<file path="src/rtl/wasm_core_if.sv">
// Byte-fetch port between wasm_core (master) and the program memory (slave).
// Request/valid handshake: the request and address are held until the valid strobe.
interface wasm_core_if #(
   parameter int unsigned ADDR_W = 16
);
   logic              mem_req;
   logic [ADDR_W-1:0] mem_addr;
   logic [7:0]        mem_data;
   logic              mem_valid;

   modport master (output mem_req, mem_addr, input mem_data, mem_valid);
   modport slave  (input mem_req, mem_addr, output mem_data, mem_valid);
endinterface

</file>
<file path="src/rtl/wasm_core.sv">
// Byte-serial WebAssembly interpreter core with a typed 66-bit-entry operand stack.
// Define WASM_I64_EN to enable i64.const (0x42) and i64.add (0x7C); otherwise they trap as unknown.
module wasm_core #(
   parameter int unsigned       ADDR_W      = 16,
   parameter int unsigned       STACK_DEPTH = 16,
   parameter logic [ADDR_W-1:0] RESET_PC    = '0
) (
   input  logic               clk,
   input  logic               reset,
   wasm_core_if.master        mem,
   output logic [63:0]        result,
   output logic               result_empty,
   output logic               result_valid,
   output logic               halted,
   output logic [2:0]         trap
);
   localparam int unsigned SW  = $clog2(STACK_DEPTH);
   localparam int unsigned SPW = SW + 1;
   localparam logic [1:0]  T_I32 = 2'd1;
   localparam logic [1:0]  T_I64 = 2'd2;

   typedef enum logic [2:0] {S_FETCH, S_DECODE, S_IMM, S_EXEC, S_HALT, S_TRAP} state_t;

   state_t            state, state_n;
   logic [ADDR_W-1:0] pc, pc_n, addr, addr_n;
   logic              req, req_n;
   logic [7:0]        op, op_n;
   logic [3:0]        nb, nb_n;
   logic [63:0]       acc, acc_n, imm, imm_n;
   logic [SPW-1:0]    sp, sp_n, sp_m1, sp_m2, sp_m3;
   logic [65:0]       stk [STACK_DEPTH];
   logic [65:0]       tos, nos, thd, wr_data;
   logic [SW-1:0]     wr_idx;
   logic              wr_en;
   logic [63:0]       result_n;
   logic              empty_n, rvalid_n;
   logic [2:0]        trap_n, fault;
   logic [6:0]        sh7, sh;
   logic [63:0]       shl, ext;
   logic [31:0]       sum32;
   logic              last_byte;

   assign mem.mem_req  = req;
   assign mem.mem_addr = addr;
   assign halted       = (state == S_HALT) || (state == S_TRAP);

   assign sp_m1 = sp - SPW'(1);
   assign sp_m2 = sp - SPW'(2);
   assign sp_m3 = sp - SPW'(3);
   assign tos   = stk[sp_m1[SW-1:0]];
   assign nos   = stk[sp_m2[SW-1:0]];
   assign thd   = stk[sp_m3[SW-1:0]];
   assign sum32 = (op == 8'h6B) ? (nos[31:0] - tos[31:0]) : (nos[31:0] + tos[31:0]);

   always_comb begin
      state_n   = state;
      pc_n      = pc;
      addr_n    = addr;
      req_n     = req;
      op_n      = op;
      nb_n      = nb;
      acc_n     = acc;
      imm_n     = imm;
      sp_n      = sp;
      result_n  = result;
      empty_n   = result_empty;
      rvalid_n  = 1'b0;
      trap_n    = trap;
      fault     = 3'd0;
      wr_en     = 1'b0;
      wr_idx    = sp[SW-1:0];
      wr_data   = '0;
      sh7       = {nb, 3'b000} - {3'b000, nb};
      sh        = 7'd57 - sh7;
      shl       = '0;
      ext       = '0;
      last_byte = (op == 8'h41) ? (nb == 4'd4) : (nb == 4'd9);

      unique case (state)
         S_FETCH: begin
            if (!req) begin
               req_n  = 1'b1;
               addr_n = pc;
            end else if (mem.mem_valid) begin
               req_n   = 1'b0;
               pc_n    = pc + ADDR_W'(1);
               op_n    = mem.mem_data;
               state_n = S_DECODE;
            end
         end
         S_DECODE: begin
            nb_n    = '0;
            acc_n   = '0;
            state_n = S_EXEC;
            case (op)
               8'h00: fault = 3'd3;
               8'h01, 8'h0B, 8'h1A, 8'h1B, 8'h45, 8'h6A, 8'h6B: state_n = S_EXEC;
               8'h41: state_n = S_IMM;
`ifdef WASM_I64_EN
               8'h42: state_n = S_IMM;
               8'h7C: state_n = S_EXEC;
`endif
               default: fault = 3'd4;
            endcase
         end
         S_IMM: begin
            if (!req) begin
               req_n  = 1'b1;
               addr_n = pc;
            end else if (mem.mem_valid) begin
               req_n = 1'b0;
               pc_n  = pc + ADDR_W'(1);
               nb_n  = nb + 4'd1;
               acc_n = acc | ({57'd0, mem.mem_data[6:0]} << sh7);
               // Final byte: continuation is illegal and bits beyond the value width must match its sign.
               if (last_byte) begin
                  if (mem.mem_data[7])
                     fault = 3'd6;
                  else if (op == 8'h41 && mem.mem_data[6:4] != {3{mem.mem_data[3]}})
                     fault = 3'd6;
`ifdef WASM_I64_EN
                  else if (op == 8'h42 && mem.mem_data[6:1] != {6{mem.mem_data[0]}})
                     fault = 3'd6;
`endif
               end
               if (!mem.mem_data[7]) begin
                  if (nb == 4'd9) begin
                     ext = acc_n;
                  end else begin
                     shl = acc_n << sh;
                     ext = $unsigned($signed(shl) >>> sh);
                  end
                  imm_n   = (op == 8'h41) ? {32'd0, ext[31:0]} : ext;
                  state_n = S_EXEC;
               end
            end
         end
         S_EXEC: begin
            state_n = S_FETCH;
            case (op)
               8'h0B: begin
                  result_n = (sp == '0) ? 64'd0 : tos[63:0];
                  empty_n  = (sp == '0);
                  rvalid_n = 1'b1;
                  state_n  = S_HALT;
               end
               8'h1A: begin
                  if (sp == '0) fault = 3'd2;
                  else          sp_n  = sp_m1;
               end
               8'h41, 8'h42: begin
                  if (sp == SPW'(STACK_DEPTH)) begin
                     fault = 3'd1;
                  end else begin
                     wr_en   = 1'b1;
                     wr_data = {(op == 8'h41) ? T_I32 : T_I64, imm};
                     sp_n    = sp + SPW'(1);
                  end
               end
               8'h45: begin
                  if (sp == '0)                fault = 3'd2;
                  else if (tos[65:64] != T_I32) fault = 3'd5;
                  else begin
                     wr_en   = 1'b1;
                     wr_idx  = sp_m1[SW-1:0];
                     wr_data = {T_I32, 63'd0, tos[31:0] == 32'd0};
                  end
               end
               8'h6A, 8'h6B: begin
                  if (sp < SPW'(2))                                    fault = 3'd2;
                  else if (tos[65:64] != T_I32 || nos[65:64] != T_I32) fault = 3'd5;
                  else begin
                     wr_en   = 1'b1;
                     wr_idx  = sp_m2[SW-1:0];
                     wr_data = {T_I32, 32'd0, sum32};
                     sp_n    = sp_m1;
                  end
               end
`ifdef WASM_I64_EN
               8'h7C: begin
                  if (sp < SPW'(2))                                    fault = 3'd2;
                  else if (tos[65:64] != T_I64 || nos[65:64] != T_I64) fault = 3'd5;
                  else begin
                     wr_en   = 1'b1;
                     wr_idx  = sp_m2[SW-1:0];
                     wr_data = {T_I64, nos[63:0] + tos[63:0]};
                     sp_n    = sp_m1;
                  end
               end
`endif
               8'h1B: begin
                  if (sp < SPW'(3))                                         fault = 3'd2;
                  else if (tos[65:64] != T_I32 || nos[65:64] != thd[65:64]) fault = 3'd5;
                  else begin
                     wr_en   = 1'b1;
                     wr_idx  = sp_m3[SW-1:0];
                     wr_data = (tos[31:0] != 32'd0) ? thd : nos;
                     sp_n    = sp_m2;
                  end
               end
               default: state_n = S_FETCH;
            endcase
         end
         default: state_n = state;
      endcase

      // Any fault cancels the stack update and freezes the core.
      if (fault != 3'd0) begin
         trap_n  = fault;
         state_n = S_TRAP;
         req_n   = 1'b0;
         wr_en   = 1'b0;
         sp_n    = sp;
      end
   end

   always_ff @(posedge clk) begin
      if (!reset) begin
         state        <= S_FETCH;
         pc           <= RESET_PC;
         addr         <= '0;
         req          <= 1'b0;
         op           <= '0;
         nb           <= '0;
         acc          <= '0;
         imm          <= '0;
         sp           <= '0;
         result       <= '0;
         result_empty <= 1'b1;
         result_valid <= 1'b0;
         trap         <= '0;
      end else begin
         state        <= state_n;
         pc           <= pc_n;
         addr         <= addr_n;
         req          <= req_n;
         op           <= op_n;
         nb           <= nb_n;
         acc          <= acc_n;
         imm          <= imm_n;
         sp           <= sp_n;
         result       <= result_n;
         result_empty <= empty_n;
         result_valid <= rvalid_n;
         trap         <= trap_n;
      end
   end

   always_ff @(posedge clk) begin
      if (reset && wr_en) stk[wr_idx] <= wr_data;
   end
endmodule

</file>
<file path="src/flat_wrapper.sv">
// flat-port wrapper written by rule: the top's interface ports become plain ports
module wasm_core_flat 
#(
   parameter int unsigned       ADDR_W      = 16,
   parameter int unsigned       STACK_DEPTH = 16,
   parameter logic [ADDR_W-1:0] RESET_PC    = '0
)
  (clk, reset, result, result_empty, result_valid, halted, trap, mem_mem_req, mem_mem_addr, mem_mem_data, mem_mem_valid);
  wasm_core_if #(.ADDR_W(ADDR_W)) mem_i ();
  input  logic clk;
  input  logic reset;
  output logic [63:0] result;
  output logic result_empty;
  output logic result_valid;
  output logic halted;
  output logic [2:0] trap;
  output wire logic [$bits(mem_i.mem_req)-1:0] mem_mem_req;
  output wire logic [$bits(mem_i.mem_addr)-1:0] mem_mem_addr;
  input wire logic [$bits(mem_i.mem_data)-1:0] mem_mem_data;
  input wire logic [$bits(mem_i.mem_valid)-1:0] mem_mem_valid;
  assign mem_mem_req = mem_i.mem_req;
  assign mem_mem_addr = mem_i.mem_addr;
  assign mem_i.mem_data = mem_mem_data;
  assign mem_i.mem_valid = mem_mem_valid;
  wasm_core #(.ADDR_W(ADDR_W), .STACK_DEPTH(STACK_DEPTH), .RESET_PC(RESET_PC)) u_core (.clk(clk), .reset(reset), .mem(mem_i), .result(result), .result_empty(result_empty), .result_valid(result_valid), .halted(halted), .trap(trap));
endmodule
</file>
<file path="config.mk">
export PLATFORM = sky130hd
export DESIGN_NAME = wasm_core_flat
export DESIGN_NICKNAME = d
export VERILOG_FILES = /design/src/rtl/wasm_core_if.sv /design/src/rtl/wasm_core.sv /design/src/flat_wrapper.sv
export SDC_FILE = /design/constraint.sdc
export NUM_CORES = 2
export LEC_CHECK = 0
export CAP_MARGIN = 20
export CELL_PAD_IN_SITES_DETAIL_PLACEMENT = 1
export CELL_PAD_IN_SITES_GLOBAL_PLACEMENT = 1
export CORE_UTILIZATION = 35
export CTS_BUF_LIST = sky130_fd_sc_hd__clkbuf_16
export CTS_CLUSTER_SIZE = 8
export DETAILED_ROUTE_END_ITERATION = 8
export PLACE_DENSITY = 0.56
export SLEW_MARGIN = 20
export SYNTH_ARGS = -nofsm -noshare
export SYNTH_HDL_FRONTEND = slang
export SYNTH_SLANG_ARGS = --single-unit
</file>
<file path="constraint.sdc">
create_clock -name clk -period 29 [get_ports clk]
set_input_delay 2.9 -clock clk [delete_from_list [all_inputs] [get_ports clk]]
set_output_delay 2.9 -clock clk [all_outputs]
set_load 0.05 [all_outputs]
</file>
; Word-level counts from Yosys, hierarchy flattened
; Memory sizes are Yosys's and may differ from the RTL's.
; Index checks and enable logic that the tools add are counted.
[word_totals]
out_inout_bits = 87
register_bits = 250
inputBits = 11
ram_bits = 1056
word_cells = 179
memories = 1
[classes]
n_lt_le_gt_ge = 2
bitwise = 5
eq_ne = 37
shift = 3
n_reduce_logical = 30
add_sub_neg = 10
mux = 77
[memory_table]
columns = name, words, word_bits, rd, rd_clocked_by_memory_dff, write_ports, line_no
row1 = u_core.stk, 16, 66, 3, 0, 1, wasm_core.sv:31  ; logic [65:0] stk [STACK_DEPTH];
[ops]
columns = op, count
row1 = $mux W66, 7
row2 = $mux W64, 5
row3 = $pmux W66 S4, 1
row4 = $mux W65, 2
row5 = $pmux W64 S2, 1
row6 = $or A64 B64 Y64, 1
row7 = $shl A64 B7 Y64, 1
row8 = $shl A7 B7 Y64, 1
row9 = $sshr A64 B7 Y64, 1
row10 = $mux W3, 18
row11 = $eq A8 B7 Y1 const B, 5
row12 = $mux W4, 9
row13 = $add A32 B32 Y32, 1
row14 = $logic_not A32 Y1, 1
row15 = $mux W32, 1
row16 = $reduce_bool A32 Y1, 1
row17 = $sub A32 B32 Y32, 1
row18 = $mux W5, 6
row19 = $pmux W5 S4, 1
row20 = $ne A2 B2 Y1 const B, 9
row21 = $mux W1, 17
row22 = $add A16 B1 Y16 const B, 1
row23 = $eq A8 B5 Y1 const B, 2
row24 = $pmux W3 S5, 1
row25 = other kinds (45), 70

; Longest topological paths before layout
[depth]
word_depth = 13
ltp_mapped = 40

; Worst setup path after synthesis
; Ideal clock, no wire load.
[synth_path]
path_kind = flip-flop to flip-flop
startpoint = reg u_core.nb[0]
endpoint = reg u_core.imm[24]
slack_ns = 18.245
path_stages_with_launch = 39
path_buffers = 26
setup_time_ns = 0.119
t_required_ns = 28.881
t_arrival_ns = 10.636
period_less_slack_ns = 10.755
path_cell_list = dfxtp_1 buf_4 inv_1 buf_2 buf_1 buf_1 clkbuf_1 clkbuf_1 buf_2 buf_1 clkbuf_1 ha_1 buf_2 buf_2 clkinv_1 buf_1 clkbuf_1 buf_1 [... 3 more ...] clkbuf_1 clkbuf_1 ha_1 clkbuf_1 clkbuf_1 clkbuf_1 buf_1 clkbuf_1 buf_1 clkbuf_1 a211oi_1 or3_1 nand2_1 o221ai_1 mux4_2 a221oi_1 nand2_1 o221a_2
[synth_via]
elab_chain_cells = 7
elab_cells_between_ends = 9
cone_classes = 2 x add/sub / 1 x eq/ne / 3 x shift / 2 x mux / 1 x bitwise
[synth_lines]
columns = item, line_no
row1 = "start, declared", wasm_core.sv:28  ; logic [3:0] nb, nb_n;
row2 = "start signal, assigned", wasm_core.sv:238  ; nb <= nb_n;
row3 = branches (longest 5 deep; another with $sub A7 B4 Y7), --
row4 = $mux W64 *, wasm_core.sv:127  ; if (nb == 4'd9) begin
row5 = $mux W64 *, wasm_core.sv:133  ; imm_n = (op == 8'h41) ? {32'd0, ext[31:0]} : ext;
row6 = "end signal, assigned", wasm_core.sv:240  ; imm <= imm_n;
row7 = "end, declared", wasm_core.sv:29  ; logic [63:0] acc, acc_n, imm, imm_n;
; Mark *: on every way between the ends.
; A chain may end at the register's enable or synchronous reset.

; Worst setup path after layout
[layout_path]
startpoint = reg u_core.sp[0]
endpoint = mem u_core.stk[0][31], data pin
[layout_via]
elab_chain_cells = 8
elab_cells_between_ends = 26
cone_classes = 5 x add/sub / 2 x order compare / 4 x eq/ne / 10 x mux / 4 x reduce/logical / 1 x memory
[layout_lines]
columns = item, line_no
row1 = "start, declared", wasm_core.sv:30  ; logic [SPW-1:0] sp, sp_n, sp_m1, sp_m2, sp_m3;
row2 = "start signal, assigned", wasm_core.sv:241  ; sp <= sp_n;
row3 = $sub A5 B2 Y5 (tied with other cells), wasm_core.sv:48  ; assign sp_m2 = sp - SPW'(2);
row4 = $mem_v2 Z16 W66, --
row5 = $add A32 B32 Y32 (tied with other cells), wasm_core.sv:53  ; assign sum32 = (op == 8'h6B) ? (nos[31:0] - tos[31:0]) : (nos[31:0] + tos[31:0]);
row6 = $mux W32 (tied with other cells), wasm_core.sv:53
row7 = $mux W65 / $mux W66 (equally long branches), "wasm_core.sv:171, wasm_core.sv:193"
row8 = $mux W66 (on tied branches), "wasm_core.sv:170, wasm_core.sv:192"
row9 = $pmux W66 S4 *, wasm_core.sv:140  ; case (op)
row10 = $mux W66 *, wasm_core.sv:79  ; unique case (state)
row11 = net u_core.wr_data[31], wasm_core.sv:32  ; logic [65:0] tos, nos, thd, wr_data;
row12 = "end, declared", wasm_core.sv:31
; Mark *: on every way through the listed nets, which the timed path passes. The rest lies on a longest branch.

==> key figures <==
Status
  • Run status: completed

Setup path
  • Worst Path Arrival: 10720 ps
  • CP Depth: 24
  • Worst path required time: 29510 ps
  • Crit-path cells: buf_4 > buf_4 > buf_4 > mux4_2 > mux4_2 > nor4_1 > nor3b_1 > nor2_1 > xnor2_1 > ha_1 > o21a_1 > o21a_1 > o21a_1 > o21ai_0 > a311oi_1 > o211ai_1 > a21o_1 > a21oi_1 > a211oi_1 > o31ai_1 > a31oi_1 > xnor2_1 > a222oi_1 > nor2_1
  • Crit. End Element: flop
  • FF-to-FF path depth: 24
  • CP max stage cell: dfxtp_4
  • Crit path max fanout: 55
  • Kind of cell adding the most delay to the critical path: compound AO/OA/AOI/OAI gates
  • Buf+Inv Stages, Crit Path: 3
  • Type of the worst setup path: reg -> reg
  • Worst path max stage delay: 880 ps
  • Startpoint Class: flop

Clock network
  • Clock Path Buffers: 3
  • Clock insertion delay at the later pin of the skew report: 850 ps
  • Post-CTS Resized: 0
  • Post-CTS Setup Inserts: 0
  • TritonCTS clock tree: done
  • Num CTS Buffers: 185
  • # hold bufs at CTS: 0
  • Clk sink count: 1306
  • Worst-path clk slew: 50 ps
  • Root Buffer: clkbuf_16
  • H-tree levels: 4

Floorplanning
  • Core region area: 238000 sq um
  • Die width: 491 um
  • Cell row count: 179
  • Starting density of the core: 35.2%
  • Die area: 241000 sq um
  • Die Span Y: 491 um
  • IO Count: 98

Synth
  • Synth Flop Type: edfxtp_1
  • Largest family of logic cells by synthesized area: multiplexers
  • Mapped Cells: 6329
  • Synth Area in XOR/XNOR: 0.941%
  • Synth warn: 0
  • Post-synth EDFFs: 1056
  • Post-Syn Area: 83600 sq um
  • Register area share after synthesis: 43.9%
  • Post-synthesis mux area share: 29.5%
  • Register bit count reported by yosys: 1306
  • Syn nets: 6386
  • Compound-gate portion of the synthesized area: 13.7%
  • Simple-gate area share of the yosys netlist: 8.31%
  • Synth unique cells: 114
  • Avg Cell Area, Syn: 13.2 sq um
  • Async SR Flop Fraction: 0%
  • Adder-cell share of the synthesized area: 0.697%

Timing
  • Setup ws final: 18790 ps
  • Setup TNS: 0 ps
  • Final setup fails: 0
  • Final hold slack: 465 ps
  • Final hold vios: 0
  • Worst slew margin: 12.3%
  • RSZ-0062 raised after global routing: false
  • Layout Skew: 67.7 ps
  • Fmax: 97.9 MHz
  • Fin. max-slew vios: 0
  • Slew @ Worst Pin: 1310 ps
  • Final Cycle Share: 35.2%
  • Final Critical Period: 10210 ps

Place
  • IO Port Bufs: 97
  • DP HPWL: 245000 um
  • Inst Count DP: 9246
  • Pre-CTS WS: 18800 ps
  • GPL Wtd Cong: 1.03

Run
  • Number of max-cap violations: 0

Hold path
  • Worst Hold Class: reg -> reg
  • Hold depth: 2

Route
  • Post-route DRC: 0
  • Vias per inst: 6.94
  • DRT Wirelength: 373000 um
  • Routed Antenna Nets: 0
  • DRT iter0 DRCs: 8554
  • DRT Pass-1 Iters: 8
  • Average routed wire per standard cell: 38.9 um
  • Vias: 66500

Global routing
  • Largest net degree at the start of global routing: 131
  • First-pass GRT wire length: 525000 um
  • Vias in the first global route: 66700
  • Total track usage: 30.4%
  • GR Overflow Total: 0
  • Initial antenna violation count: 13

Finish
  • Most common cell after layout, fill and taps aside: edfxtp_1
  • Final std cells w/o fill: 9591
  • Area Overhead vs Synth: 12.5%
  • Final core utilization: 39.6%
  • Commonest non-fill, non-tap cells in the layout: edfxtp_1 (1056), mux4_2 (994), nor2_1 (451), a21oi_1 (334), nand2_1 (312)
  • Final #Nets: 6327
  • FILL cells: 24300
  • Share of cells above drive strength 1: 25.6%

Power and ir drop
  • Lkg Pwr: 29.0 nW
  • PD cells: 49.9 nW/um^2
  • VDD IR max: 0.0000597 V
==> report_power, final <==
part           internal [mW]  total, mW  switching, mW
combinational          0.159      0.619          0.460
clock                   1.18       2.05          0.868
sequential              2.01       2.02         0.0173
==> registers in the layout, indices dropped and copies added (netlist names) <==
register             cells
u_core.op                8
u_core.mem.mem_req       1
u_core.nb                4
u_core.state             3
u_core.result           64
u_core.acc              64
u_core.result_valid      1
u_core.trap              3
u_core.imm              64
u_core.result_empty      1
u_core.pc               16
u_core.sp                5
u_core.stk            1056
u_core.mem.mem_addr     16
==> logic make-up after synthesis <==
family,count (synthesis)
mux,1210
simple gates,1448
xor+xnor,89
buf+inv,614
fa+ha+maj,46
flops,1306
compound gates,1616
==> layer usage <==
metal | up-vias | wire (um) | global-route usage [%]
met5 | - | 47 | 0
li1 | 26400 | - | -
met3 | 998 | 33500 | 6.25
met4 | 6 | 22400 | 16.2
met2 | 4023 | 170000 | 47.3
met1 | 35200 | 146000 | 39.8
==> worst reg2reg max path, delay by kind of cell (launching register included) <==
kind	cells	cell delay, ps
buf+inv	3	2470
flops	1	880
fa+ha+maj	1	350
simple gates	4	2010
mux	2	1200
xor+xnor	2	310
compound gates	12	2660
==> synthesized netlist by cell type (51+ instances only) <==
cell	count	area [sq um]
o21ai_0	219	1100
mux2_2	66	743
a211oi_1	145	1090
nor2b_1	119	744
mux2i_1	147	1470
edfxtp_1	1056	31700
mux4_2	994	22400
a21oi_1	335	1680
buf_1	106	398
nand2_1	314	1180
buf_2	91	455
nor2_1	475	1780
xnor2_1	63	552
nand3_1	82	410
o22ai_1	51	319
nor3_1	134	671
o211ai_1	61	458
a31oi_1	87	544
clkbuf_1	341	1280
a22oi_1	100	751
and2_1	52	325
dfxtp_1	250	5000
==> per-stage QoR <==
stage                     cell area [sq um]  total power, mW
after floorplan                       83600             2.38
after global placement                88400             2.64
after detailed placement              88400             2.64
after CTS                             93900             4.71
after global routing                  94100             4.81
final                                 94100             4.69
==> layout make-up <==
type	count	area [sq um]	share of cell area, %
tap	3167	3960	4.21
timing repair buffer	315	2690	2.85
sequential	1306	36700	39.0
multi-input combinational	4409	44900	47.8
inverter	53	213	0.226
clock inverter	146	788	0.838
clock buffer	190	4750	5.05
antenna	5	12.5	0.0133
==> final timing paths <==
path | startpoint | end | slack [ps]
max | u_core.sp[0] | u_core.stk[0][31] | 18790
min reg2reg | u_core.mem.mem_addr[11] | u_core.mem.mem_addr[11] | 470
min | u_core.mem.mem_addr[11] | u_core.mem.mem_addr[11] | 470
max reg2reg | u_core.sp[0] | u_core.stk[0][31] | 18790
Note: power is estimated with default switching activity, not from simulation.
